**src/rtl/stage_prefetch.sv**
```systemverilog
// stage_prefetch: instruction prefetch queue.
// Issues sequential fetch requests from the PC, parks each granted request in
// a circular queue slot, fills slots as in-order responses return and presents
// the oldest filled slot to decode. Responses still in flight when a redirect
// or flush happens are counted in discard_cnt and dropped on arrival.
module stage_prefetch #(
    parameter int unsigned      XLEN     = 32,
    parameter int unsigned      ILEN     = 32,
    parameter int unsigned      DEPTH    = 4,
    parameter logic [XLEN-1:0]  RESET_PC = '0
) (
    input  logic            clk,
    input  logic            rst,
    input  logic            redirect,
    input  logic [XLEN-1:0] redirect_addr,
    output logic            imem_req,
    output logic [XLEN-1:0] imem_addr,
    input  logic            imem_gnt,
    input  logic            imem_rvalid,
    input  logic [ILEN-1:0] imem_rdata,
    output logic            out_valid,
    input  logic            out_ready,
    output logic [ILEN-1:0] out_instr,
    output logic [XLEN-1:0] out_addr,
    output logic [XLEN-1:0] out_addr_plus
);

    localparam int unsigned PW      = $clog2(DEPTH);
    localparam int unsigned CW      = PW + 1;
    localparam logic [CW:0] DEPTH_W = (CW + 1)'(DEPTH);

    logic [XLEN-1:0]  pc;
    logic [XLEN-1:0]  addr_q  [DEPTH];
    logic [ILEN-1:0]  instr_q [DEPTH];
    logic [DEPTH-1:0] filled_q;
    logic [PW-1:0]    alloc_ptr;
    logic [PW-1:0]    fill_ptr;
    logic [PW-1:0]    head_ptr;
    logic [CW-1:0]    alloc_cnt;
    logic [CW-1:0]    unfilled_cnt;
    logic [CW-1:0]    discard_cnt;

    logic             grant;
    logic             pop;
    logic             fill;
    logic             drop;
    logic [CW:0]      in_flight;
    logic [CW:0]      redirect_sum;
    logic [CW-1:0]    redirect_discard;

    assign imem_addr     = pc;
    assign out_valid     = (alloc_cnt != '0) && filled_q[head_ptr];
    assign out_instr     = instr_q[head_ptr];
    assign out_addr      = addr_q[head_ptr];
    assign out_addr_plus = out_addr + XLEN'(4);

    // Handshake decode; request eligibility uses registered counts only.
    // Slots between fill_ptr and alloc_ptr are exactly the unfilled ones, so
    // unfilled_cnt alone tells whether a response has somewhere to land.
    always_comb begin
        in_flight        = {1'b0, alloc_cnt} + {1'b0, discard_cnt};
        imem_req         = !rst && !redirect && (in_flight < DEPTH_W);
        grant            = imem_req && imem_gnt;
        pop              = out_valid && out_ready;
        fill             = imem_rvalid && (discard_cnt == '0) && (unfilled_cnt != '0);
        drop             = imem_rvalid && (discard_cnt != '0);
        redirect_sum     = {1'b0, discard_cnt} + {1'b0, unfilled_cnt};
        redirect_discard = CW'(redirect_sum
                               - {{CW{1'b0}}, (imem_rvalid && (redirect_sum != '0))});
    end

    // Queue, pointer, counter and PC state; redirect overrides grant/fill/pop.
    always_ff @(posedge clk or posedge rst) begin
        if (rst) begin
            pc           <= RESET_PC;
            addr_q       <= '{default: '0};
            instr_q      <= '{default: '0};
            filled_q     <= '0;
            alloc_ptr    <= '0;
            fill_ptr     <= '0;
            head_ptr     <= '0;
            alloc_cnt    <= '0;
            unfilled_cnt <= '0;
            discard_cnt  <= '0;
        end else if (redirect) begin
            pc           <= redirect_addr & ~XLEN'(3);
            filled_q     <= '0;
            alloc_ptr    <= '0;
            fill_ptr     <= '0;
            head_ptr     <= '0;
            alloc_cnt    <= '0;
            unfilled_cnt <= '0;
            discard_cnt  <= redirect_discard;
        end else begin
            if (grant) begin
                addr_q[alloc_ptr]   <= pc;
                filled_q[alloc_ptr] <= 1'b0;
                alloc_ptr           <= alloc_ptr + PW'(1);
                pc                  <= pc + XLEN'(4);
            end
            if (fill) begin
                instr_q[fill_ptr]  <= imem_rdata;
                filled_q[fill_ptr] <= 1'b1;
                fill_ptr           <= fill_ptr + PW'(1);
            end
            if (pop) begin
                head_ptr <= head_ptr + PW'(1);
            end
            if (drop) begin
                discard_cnt <= discard_cnt - CW'(1);
            end
            alloc_cnt    <= alloc_cnt + CW'(grant) - CW'(pop);
            unfilled_cnt <= unfilled_cnt + CW'(grant) - CW'(fill);
        end
    end

endmodule

```
**config.mk**
```make
export PLATFORM = sky130hd
export DESIGN_NAME = stage_prefetch
export DESIGN_NICKNAME = d
export VERILOG_FILES = /design/src/rtl/stage_prefetch.sv
export SDC_FILE = /design/constraint.sdc
export NUM_CORES = 1
export LEC_CHECK = 0
export CAP_MARGIN = 5
export CORE_MARGIN = 3
export CORE_UTILIZATION = 55
export CTS_CLUSTER_SIZE = 12
export DETAILED_ROUTE_END_ITERATION = 7
export GPL_TIMING_DRIVEN = 0
export PLACE_DENSITY = 0.85
export SLEW_MARGIN = 25
export SYNTH_ARGS = -nofsm -noshare
export SYNTH_HDL_FRONTEND = slang
export SYNTH_SLANG_ARGS = --single-unit
```
**constraint.sdc**
```tcl
create_clock -name clk -period 11.5 [get_ports clk]
set_input_delay 1.15 -clock clk [delete_from_list [all_inputs] [get_ports clk]]
set_output_delay 1.15 -clock clk [all_outputs]
set_load 0.01 [all_outputs]
```
# Yosys cells after proc, flatten, opt, wreduce, memory -nomap -nowiden
# Index checks and enable logic that the tools add are counted.
# classes
add_sub_neg	13
order_cmp	11
mux	34
bitwise	7
n_reduce_logical	26
# op_table
cell	count
bitwise mux 128 bit	2
two-way mux 32 bit	8
binary-select mux 32 bit (select 2 bit)	2
demux 32 bit (select 2 bit)	2
adder 32 x 3 -> 32 bit, second input constant	2
two-way mux 4 bit	4
logical AND 1 bit	13
two-way mux 2 bit	6
two-way mux 3 bit	4
greater-or-equal comparator 3 bit, second input constant	3
less-than comparator 2 x 3 -> 1 bit, second input constant	3
inverter 2 -> 3 bit	3
nonzero test 3 bit	3
subtractor 3 x 1 -> 3 bit	3
adder 3 x 3 -> 4 bit	2
nonzero test 2 bit	4
adder 2 x 1 -> 2 bit, second input constant	3
adder 3 x 1 -> 3 bit	2
less-than comparator 3 x 1 -> 1 bit, second input constant	2
AND 4 bit	1
demux 1 bit (select 2 bit)	2
greater-or-equal comparator 2 x 1 -> 1 bit, second input constant	2
less-than comparator 4 x 3 -> 1 bit, second input constant	1
inverter 4 bit	1
other kinds (9)	13
# totals
register_bits	307
out_inout_bits	130
word_cells	107

# Depth between registers and ports, before layout
# Gate-level depths: netlist of run 1.
# depth
depth_word	11
depth_mapped	13
depth_no_buf	11

# Least setup slack after synthesis of run 1
# OpenSTA, ideal clock, no wires.
# synth_path
path_kind	input to register
startpoint	input redirect
endpoint	register alloc_cnt[2]
t_arrival_ps	3336
required_ps	11368
setup_slack_ps	8032
path_stages	13
n_path_buf	3
cell_sequence	clkbuf_1 inv_1 and4_1 buf_2 clkinv_1 clkbuf_1 ha_1 inv_1 ha_1 inv_1 fa_1 xnor2_1 nor2_1
# synth_via
elab_chain_len	7
# synth_lines
element	line	text
start: declaration	14	input logic redirect,
zero test 1 bit	62	imem_req = !rst && !redirect && (in_flight < DEPTH_W);
logical AND 1 bit (2 in a row)	62	
logical AND 1 bit	63	grant = imem_req && imem_gnt;
adder 3 x 1 -> 3 bit	112	alloc_cnt <= alloc_cnt + CW'(grant) - CW'(pop);
subtractor 3 x 1 -> 3 bit	112	
two-way mux 3 bit *	85	end else if (redirect) begin
end signal: assignment	112	
end: declaration	39	logic [CW-1:0] alloc_cnt;
# Mark *: on every way between the ends. The rest lies on a longest branch, timed or not.
# A chain may end at the register's enable or synchronous reset.

# Worst setup path in the final report of run 1
# layout_path
startpoint	register head_ptr[1]
endpoint	output out_addr_plus[20]
# layout_via
elab_chain_len	5
# layout_lines
element	line	text
start: declaration	38	logic [PW-1:0] head_ptr;
start signal: assignment	107	head_ptr <= head_ptr + PW'(1);
inverter 2 -> 3 bit (not written as such)	54	assign out_addr = addr_q[head_ptr];
binary-select mux 32 bit (select 2 bit)	54	
two-way mux 32 bit (not written as such) (2 in a row)	54	
adder 32 x 3 -> 32 bit	55	assign out_addr_plus = out_addr + XLEN'(4);
end: declaration	25	output logic [XLEN-1:0] out_addr_plus
# No other way between the ends. The select of a mux whose other input is x is not followed.

==> results of run 1 <==
## placed cells by master, fill, tap and decap left out, drive strengths merged, types with 20 or more instances in the layout
master,n
clkbuf,78
xnor2,26
mux2,216
clkdlybuf4s50,190
buf,45
o21ai,56
dfrtp,297
inv,29
mux4,63
nand4,24
xor2,20
nand3,22
nand2,85
ha,23
## worst register-to-register path: stages (launching register included)
cell and delay (ns):
dfrtp_1 0.44, ha_1 0.29, nor4_1 0.25, and4_1 0.25, buf_2 0.23, clkinv_1 0.36, clkbuf_1 0.42, ha_1 0.39
inv_1 0.06, ha_1 0.13, inv_1 0.05, fa_1 0.38, xnor2_1 0.19, nor2_1 0.06
## metrics by stage
| stage | TNS (ns) | instances | cell area [µm²] | worst slack [ns] | utilization [%] |
|---|---|---|---|---|---|
| floorplan | 0 | 1063 | 14270 | 2.146 | - |
| global placement | -347.66 | 1583 | 16580 | -1.187 | 65.47 |
| detailed placement | 0 | 1586 | 16670 | 6.864 | 65.82 |
| CTS | 0 | 1638 | 17660 | 6.735 | 69.73 |
| global route | 0 | 1639 | 17660 | 6.481 | 69.74 |
| finish | 0 | 1639 | 17660 | 6.741 | 69.74 |
## worst max-delay path by stage
stage                     cells after the start           endpoint
after floorplan                               1        addr_q[100]
after global placement                        2         addr_q[42]
after detailed placement                     13    unfilled_cnt[2]
after CTS                                     9  out_addr_plus[20]
after global routing                          9  out_addr_plus[20]
final                                         9  out_addr_plus[20]
## logic make-up after synthesis
kind of cell / Yosys count / synth area share, %
DFF: 297 / 52.16
AOI/OAI and AO/OA: 100 / 4.303
and+or+nand+nor: 204 / 7.579
buffers and inverters: 102 / 3.311
adders and majority gates: 26 / 2.441
xor gates and xnor gates: 46 / 2.828
muxes: 282 / 27.35
other: 1 / 0.02632
## cell type report
cell class,instances,area (µm²)
sequential,297,7432
antenna,1,2.502
fill,1708,7664
timing repair buffer,193,1984
clock buffer,48,919.6
clock inverter,4,70.07
inverter,30,120.1
buffer,72,359.1
tap,330,412.9
multi-input combinational,664,6362
## power by group
group | switching, mW | internal (mW) | total [mW]
logic | 0.453 | 0.584 | 1.04
registers | 0.124 | 1.23 | 1.35
clock network | 0.391 | 0.586 | 0.977
## registers in the layout, summed over array words and instances (netlist names)
signal        cells
instr_q         128
discard_cnt       3
unfilled_cnt      3
filled_q          4
head_ptr          2
addr_q          120
fill_ptr          2
alloc_cnt         3
alloc_ptr         2
imem_addr        30
## metal layers
metal	GRT usage (%)	vias up	wire (µm)
li1	-	4343	-
met5	0	-	34
met4	9.577	4	1327
met2	43.52	371	17800
met1	32.42	5009	13770
met3	6.219	90	2768
==> flow_summary.ini, run 1 <==
[floorplan]
io_pins = 200
core-area_um2 = 25330
num_rows = 58
initial_utilization_pct = 56.25
die_x_um = 167.0
die_y_um = 167.0
die_area_um2 = 27870

[layout]
areaGrowthSynthToFinish_pct = 23.97
drive_gt1_share_pct = 28.21
fin_nets = 1385

[synth]
yosysTopAreaCell = dfrtp_1
netlist_area_um2 = 14250
yosys_warnings = 0
syn_avg_cell_area_um2 = 13.47
netlist_top_cells_area = dfrtp_1 52%, mux2_2 17%, mux4_2 9.3%
synth_top_area_share_pct = 52.16
syn_inst = 1058
synth_common_cells = 297 x dfrtp_1, 216 x mux2_2, 85 x nand2_1
ys_types = 57
synth_most_common_cell = dfrtp_1
seq_area_frac_synth_pct = 52.16
synth_ff_type = dfrtp_1
async_flop_share_pct = 100.0
ys_seq_elements = 297
synth_edf_count = 0

[worst_setup_path]
crit_chain = buf_4, buf_4, mux4_1, ha_1, and4_1, nand4_1, nor3_1, xor2_1, clkdlybuf4s50_1
path_buf_inv = 3
critPathArrivalTime_ns = 3.61
reg2reg_from = discard_cnt[2]
worst-setup-path-type = reg2out
crit_path_top_delay_cell = clkdlybuf4s50_1
regToRegSetupSlack_ns = 7.87
crit_fanout = 10
timing.critical_path.from = head_ptr[1]
reg2reg_to = unfilled_cnt[2]
slowest_delay_ns = 0.56
r2r_cells = 13
start_kind = flip-flop
critPathRequiredTime_ns = 10.35
crit_top_cell = buf_4
cp_top_family = buffers and inverters
cp-end-kind = output pin

[grt]
grt_usage_pct = 25.72
grt_pass1_wl_um = 57510
antenna_found_initial = 3
grt_pass1_vias = 10640
grt_overflow = 0
grt_max_degree = 87

[sta]
max_freq_mhz = 210.1
period_needed_ns = 4.759
rsz0062_at_grt = false
period_share_pct = 41.38
finClkSkew_ns = 0.02079
hold_viol = 0
finalMaxSlewViolations = 0
hold_slack_ns = 0.4862
setup_viol_count_final = 0
worst_pin_slew_ns = 0.9068
slew_headroom_pct = 39.42

[cts]
htree_levels = 1
cts_inserted_buffers = 31
clk_latency_ns = 0.55
cts_setup_buffers = 0
root_buffer = clkbuf_16
cts-resized-gates = 0
clkTransAtPathRegs_ns = 0.06
cts_tree = done
cts_hold_buf = 0
cts_buffer_depth = 3
clock_sinks = 297

[place]
gp_congestion = 0.8841
hpwl_um = 24960
io_buffers = 190

[route]
vias = 9817
detail-route-antenna-nets = 0
wl_per_cell_um = 21.78
drt_iter0_drc = 672
vias_per_cell = 5.990
firstDrtPassIters = 7
drt-total-wl_um = 35690
remaining_drc_errors = 0

[pwr]
power.leakage_nw = 8.017
power.total_mw = 3.369
p_per_area_nw_per_um2 = 190.8
peakVddDrop_mv = 0.1443

[min_path]
min_to = addr_q[94]
hold_depth = 2
min_path_type = reg2reg
hp-start = addr_q[94]

[outcome]
status = complete, no violations

[run]
drv_cap = 0
(Power assumes the default switching activity.)
==> inputs of run 2 (changes only) <==
Settings changed: CORE_UTILIZATION 55 to 50, PLACE_DENSITY 0.85 to 0.82.
Clock period 11.5 ns to 4.3 ns, I/O delays scaled along.
==> flow_summary.ini, run 2 (synthesized netlist as in run 1, its figures left out) <==
[outcome]
status = complete, no violations

[floorplan]
die_area_um2 = 30560
num_rows = 61
io_pins = 200
die_x_um = 174.8
core-area_um2 = 27930
die_y_um = 174.8
initial_utilization_pct = 51.00

[route]
drt-total-wl_um = 35370
wl_per_cell_um = 20.88
detail-route-antenna-nets = 0
vias = 9759
drt_iter0_drc = 640
remaining_drc_errors = 0
vias_per_cell = 5.761
firstDrtPassIters = 5

[sta]
rsz0062_at_grt = false
finClkSkew_ns = 0.008588
worst_pin_slew_ns = 0.9757
setup_viol_count_final = 0
slew_headroom_pct = 34.41
hold_viol = 0
period_share_pct = 93.41
max_freq_mhz = 249.0
finalMaxSlewViolations = 0
period_needed_ns = 4.017

[grt]
grt_overflow = 0
grt_pass1_vias = 10480
antenna_found_initial = 2
grt_usage_pct = 23.19
grt_max_degree = 34
grt_pass1_wl_um = 56480

[layout]
diodes = 0
areaGrowthSynthToFinish_pct = 25.57
drive_gt1_share_pct = 28.80
largest-register = instr_q
final_cell_mix = 297 x dfrtp_1, 216 x mux2_2, 190 x clkdlybuf4s50_1
largest_reg_flops = 128
register_area_um2 = 7432
fin_cells = 1694
final_common_cell = dfrtp_1
fill_cells = 2116
post-route-util_pct = 64.05
multi_input_area_um2 = 6362
fin_nets = 1393

[worst_setup_path]
r2r_cells = 13
critPathRequiredTime_ns = 3.87
reg2reg_from = alloc_cnt[2]
regToRegSetupSlack_ns = 0.68
critPathArrivalTime_ns = 3.59
worst-setup-path-type = reg2out
reg2reg_to = unfilled_cnt[2]
start_kind = flip-flop
timing.critical_path.from = head_ptr[1]
cp-end-kind = output pin
crit_fanout = 10

[place]
gp_congestion = 0.8624
place_inst = 1642
hpwl_um = 25600
io_buffers = 190

[pwr]
p_sw_mw = 2.604
power.leakage_nw = 8.094
p_per_area_nw_per_um2 = 504.7
peakVddDrop_mv = 0.4524
combPwrFrac_pct = 31.1
switching_share_pct = 28.84
p_int_mw = 6.425
clkPwrFrac_pct = 28.9
sequentialPowerShare_pct = 40.0

[cts]
clk_latency_ns = 0.55
clock_sinks = 297
cts_tree = done
cts_inserted_buffers = 31
clkTransAtPathRegs_ns = 0.06
cts_setup_buffers = 0
htree_levels = 1
root_buffer = clkbuf_16
cts-resized-gates = 0
cts_hold_buf = 0
cts_buffer_depth = 3

[min_path]
min_path_type = in2async

[run]
drv_cap = 0
-- run 2: cell types whose count changed in the layout (fill, tap and decap cells not counted), sizes merged --
cell      previous run  this run
buf                 45        52
bufinv               2         1
clkbuf              78        80
clkinvlp             0         1
diode                1         0
inv                 29        28
-- run 2: layout make-up --
| cell class | instances | share of cell area [%] |
|---|---|---|
| well taps | 378 | 2.644 |
| clock inverters | 3 | 0.2238 |
| clock buffers | 49 | 5.329 |
| inverters | 30 | 0.6504 |
| repair buffers | 201 | 12.03 |
| plain buffers | 72 | 2.021 |
| multi-input cells | 664 | 35.56 |
| flip-flops and latches | 297 | 41.54 |
-- run 2: stage by stage --
stage | total power [mW] | area [µm²] | hold slack, ns | TNS, ns | setup WS [ns]
finish | 9.030 | 17890 | 0.2788 | 0 | 0.2834
global route | 9.487 | 17890 | 0.2901 | 0 | 0.06464
CTS | 9.093 | 17890 | 0.2650 | 0 | 0.1972
detailed placement | 6.464 | 16900 | 0.4679 | 0 | 0.4234
global placement | 6.318 | 16640 | 0.4569 | -593.14 | -2.014
floorplan | 5.097 | 14270 | 0.4446 | -22.30 | -0.07509
-- run 2: worst max-delay path, stage by stage (launching register included) --
cell and delay [ns]:
dfrtp_1 0.33, buf_4 0.22, clkbuf_4 0.30, mux4_2 0.30
ha_1 0.26, and4_1 0.31, nand4_1 0.27, nor3b_1 0.33
xor2_1 0.16, clkdlybuf4s50_1 0.55
-- run 2: layer usage --
layer / GRT usage, % / vias to the layer above / part of all wire, %
li1: - / 4328 / -
met1: 28.70 / 4981 / 39
met2: 39.26 / 363 / 50
met3: 6.323 / 83 / 8.2
met4: 8.544 / 4 / 3.2
met5: 0 / - / 0.096
-- run 2: worst max path at each step --
stage / end / cells past startpoint / slack [ns]
floorplan: addr_q[100] / 1 / -0.08
global placement: instr_q[40] / 2 / -2.01
detailed placement: alloc_cnt[2] / 13 / 0.42
CTS: out_addr_plus[22] / 9 / 0.20
global route: out_addr_plus[20] / 9 / 0.06
finish: out_addr_plus[22] / 9 / 0.28
-- run 2: power by group through the flow --
stage,logic (mW),registers (mW),clock network (mW)
6_report,2.81,3.61,2.61
4_1_cts,2.83,3.61,2.66
2_1_floorplan,1.54,3.56,0
5_1_grt,3.04,3.68,2.77
3_3_place_gp,2.70,3.62,0
3_5_place_dp,2.81,3.65,0
==> inputs of run 3 (changes only) <==
Settings changed: CORE_ASPECT_RATIO from default to 1.75, GPL_ROUTABILITY_DRIVEN from default to 0.
==> flow_summary.ini, run 3 (synthesized netlist as in run 1, its figures left out) <==
[route]
detail-route-antenna-nets = 0
firstDrtPassIters = 5
wl_per_cell_um = 22.00
vias_per_cell = 5.865
remaining_drc_errors = 0
vias = 9824
drt-total-wl_um = 36850
drt_iter0_drc = 600

[worst_setup_path]
critPathRequiredTime_ns = 3.87
worst-setup-path-type = reg2out
regToRegSetupSlack_ns = 0.62
critPathArrivalTime_ns = 3.72
start_kind = flip-flop
cp-end-kind = output pin
crit_fanout = 10

[pwr]
p_per_area_nw_per_um2 = 492.8
peakVddDrop_mv = 0.3318
power.total_mw = 8.702
power.leakage_nw = 7.983

[cts]
root_buffer = clkbuf_16
clkTransAtPathRegs_ns = 0.06
cts_buffer_depth = 3
clk_latency_ns = 0.55
htree_levels = 1
cts_hold_buf = 0
cts_tree = done
clock_sinks = 297
cts_inserted_buffers = 29

[sta]
setup_viol_count_final = 0
finClkSkew_ns = 0.008112
worst_pin_slew_ns = 1.073
finalMaxSlewViolations = 0
hold_viol = 0
slew_headroom_pct = 27.90
period_needed_ns = 4.147
rsz0062_at_grt = false
max_freq_mhz = 241.2
period_share_pct = 96.43

[layout]
drive_gt1_share_pct = 28.26
largest-register = instr_q
post-route-cell-area_um2 = 17660
diodes = 0
register_area_um2 = 7432
largest_reg_flops = 128
final_cell_mix = 297 x dfrtp_1, 216 x mux2_2, 190 x clkdlybuf4s50_1
fin_nets = 1390
areaGrowthSynthToFinish_pct = 23.94
final_common_cell = dfrtp_1
fill_cells = 2140
multi_input_area_um2 = 6362

[min_path]
min_path_type = in2async

[grt]
grt_max_degree = 35
grt_usage_pct = 24.05
grt_overflow = 0
antenna_found_initial = 1
grt_pass1_wl_um = 58040
grt_pass1_vias = 10440

[place]
io_buffers = 190
hpwl_um = 26880
detailed_place.area_um2 = 16850

[floorplan]
initial_utilization_pct = 50.93
num_rows = 81
die_x_um = 133.6
core-area_um2 = 27970
die_area_um2 = 30640
die_y_um = 229.3
io_pins = 200

[outcome]
status = complete, no violations

[run]
drv_cap = 0
-- run 3: cell types whose count changed in the layout (fill, tap and decap cells not counted), sizes merged --
cell | previous run | this run
clkinv | 3 | 2
bufinv | 1 | 0
inv | 28 | 29
clkbuf | 80 | 68
buf | 52 | 51
-- run 3: final cells by class --
type | instances | share of cell area [%]
Clock inverter | 2 | 0.07794
Inverter | 30 | 0.6590
Clock buffer | 37 | 4.506
Buffer | 72 | 2.048
Multi-Input combinational cell | 664 | 36.03
Tap cell | 373 | 2.643
Sequential cell | 297 | 42.09
Timing Repair Buffer | 200 | 11.95
-- run 3: metrics by stage --
stage	hold slack, ns	setup WS (ns)	instances	utilization (%)	TNS, ns
3_3_place_gp	0.4563	-2.026	1626	59.48	-586.18
3_5_place_dp	0.4704	0.3234	1636	60.23	0
2_1_floorplan	0.4446	-0.07509	1063	-	-22.30
4_1_cts	0.3583	0.09977	1675	63.12	0
6_report	0.3643	0.1535	1675	63.13	0
5_1_grt	0.3821	0.03084	1675	63.13	0
-- run 3: metal layers --
metal  vias to the layer above  part of all wire, %  track usage [%]
met5                         -                0.022                0
met4                         2                  5.1            11.39
met3                       111                  5.6            3.560
met2                       382                   54            44.62
met1                      5003                   35            26.74
li1                       4326                    -                -
-- run 3: where the power goes --
group	leakage (nW)	internal, mW	switching (mW)	total [mW]
clock network	0.399	1.27	1.02	2.29
logic	3.60	1.57	1.22	2.79
registers	3.99	3.29	0.324	3.62
total	7.98	6.14	2.56	8.70
-- run 3: path summary, 6_finish.rpt --
path	start	endpoint	cells after the start
setup / recovery	head_ptr[1]	out_addr_plus[22]	9
hold / removal	rst	instr_q[119]	2
setup reg to reg	alloc_cnt[2]	unfilled_cnt[2]	13
hold reg to reg	addr_q[46]	addr_q[46]	2
max in group asynchronous	rst	instr_q[43]	8
min in group clk	redirect_addr[30]	imem_addr[30]	3
-- run 3: worst max-delay path: stages (launching register included) --
cell and delay, ns:
dfrtp_1 0.32, buf_4 0.23, clkbuf_4 0.31, mux4_2 0.31, ha_1 0.24, and4_1 0.37
nand4_1 0.32, nor3b_1 0.33, xor2_1 0.17, clkdlybuf4s50_1 0.56
-- run 3: timing repair --
item	4_1_cts	5_1_grt
endpoints found under the setup margin	0	2
buffers inserted	0	0
resized for setup	0	1
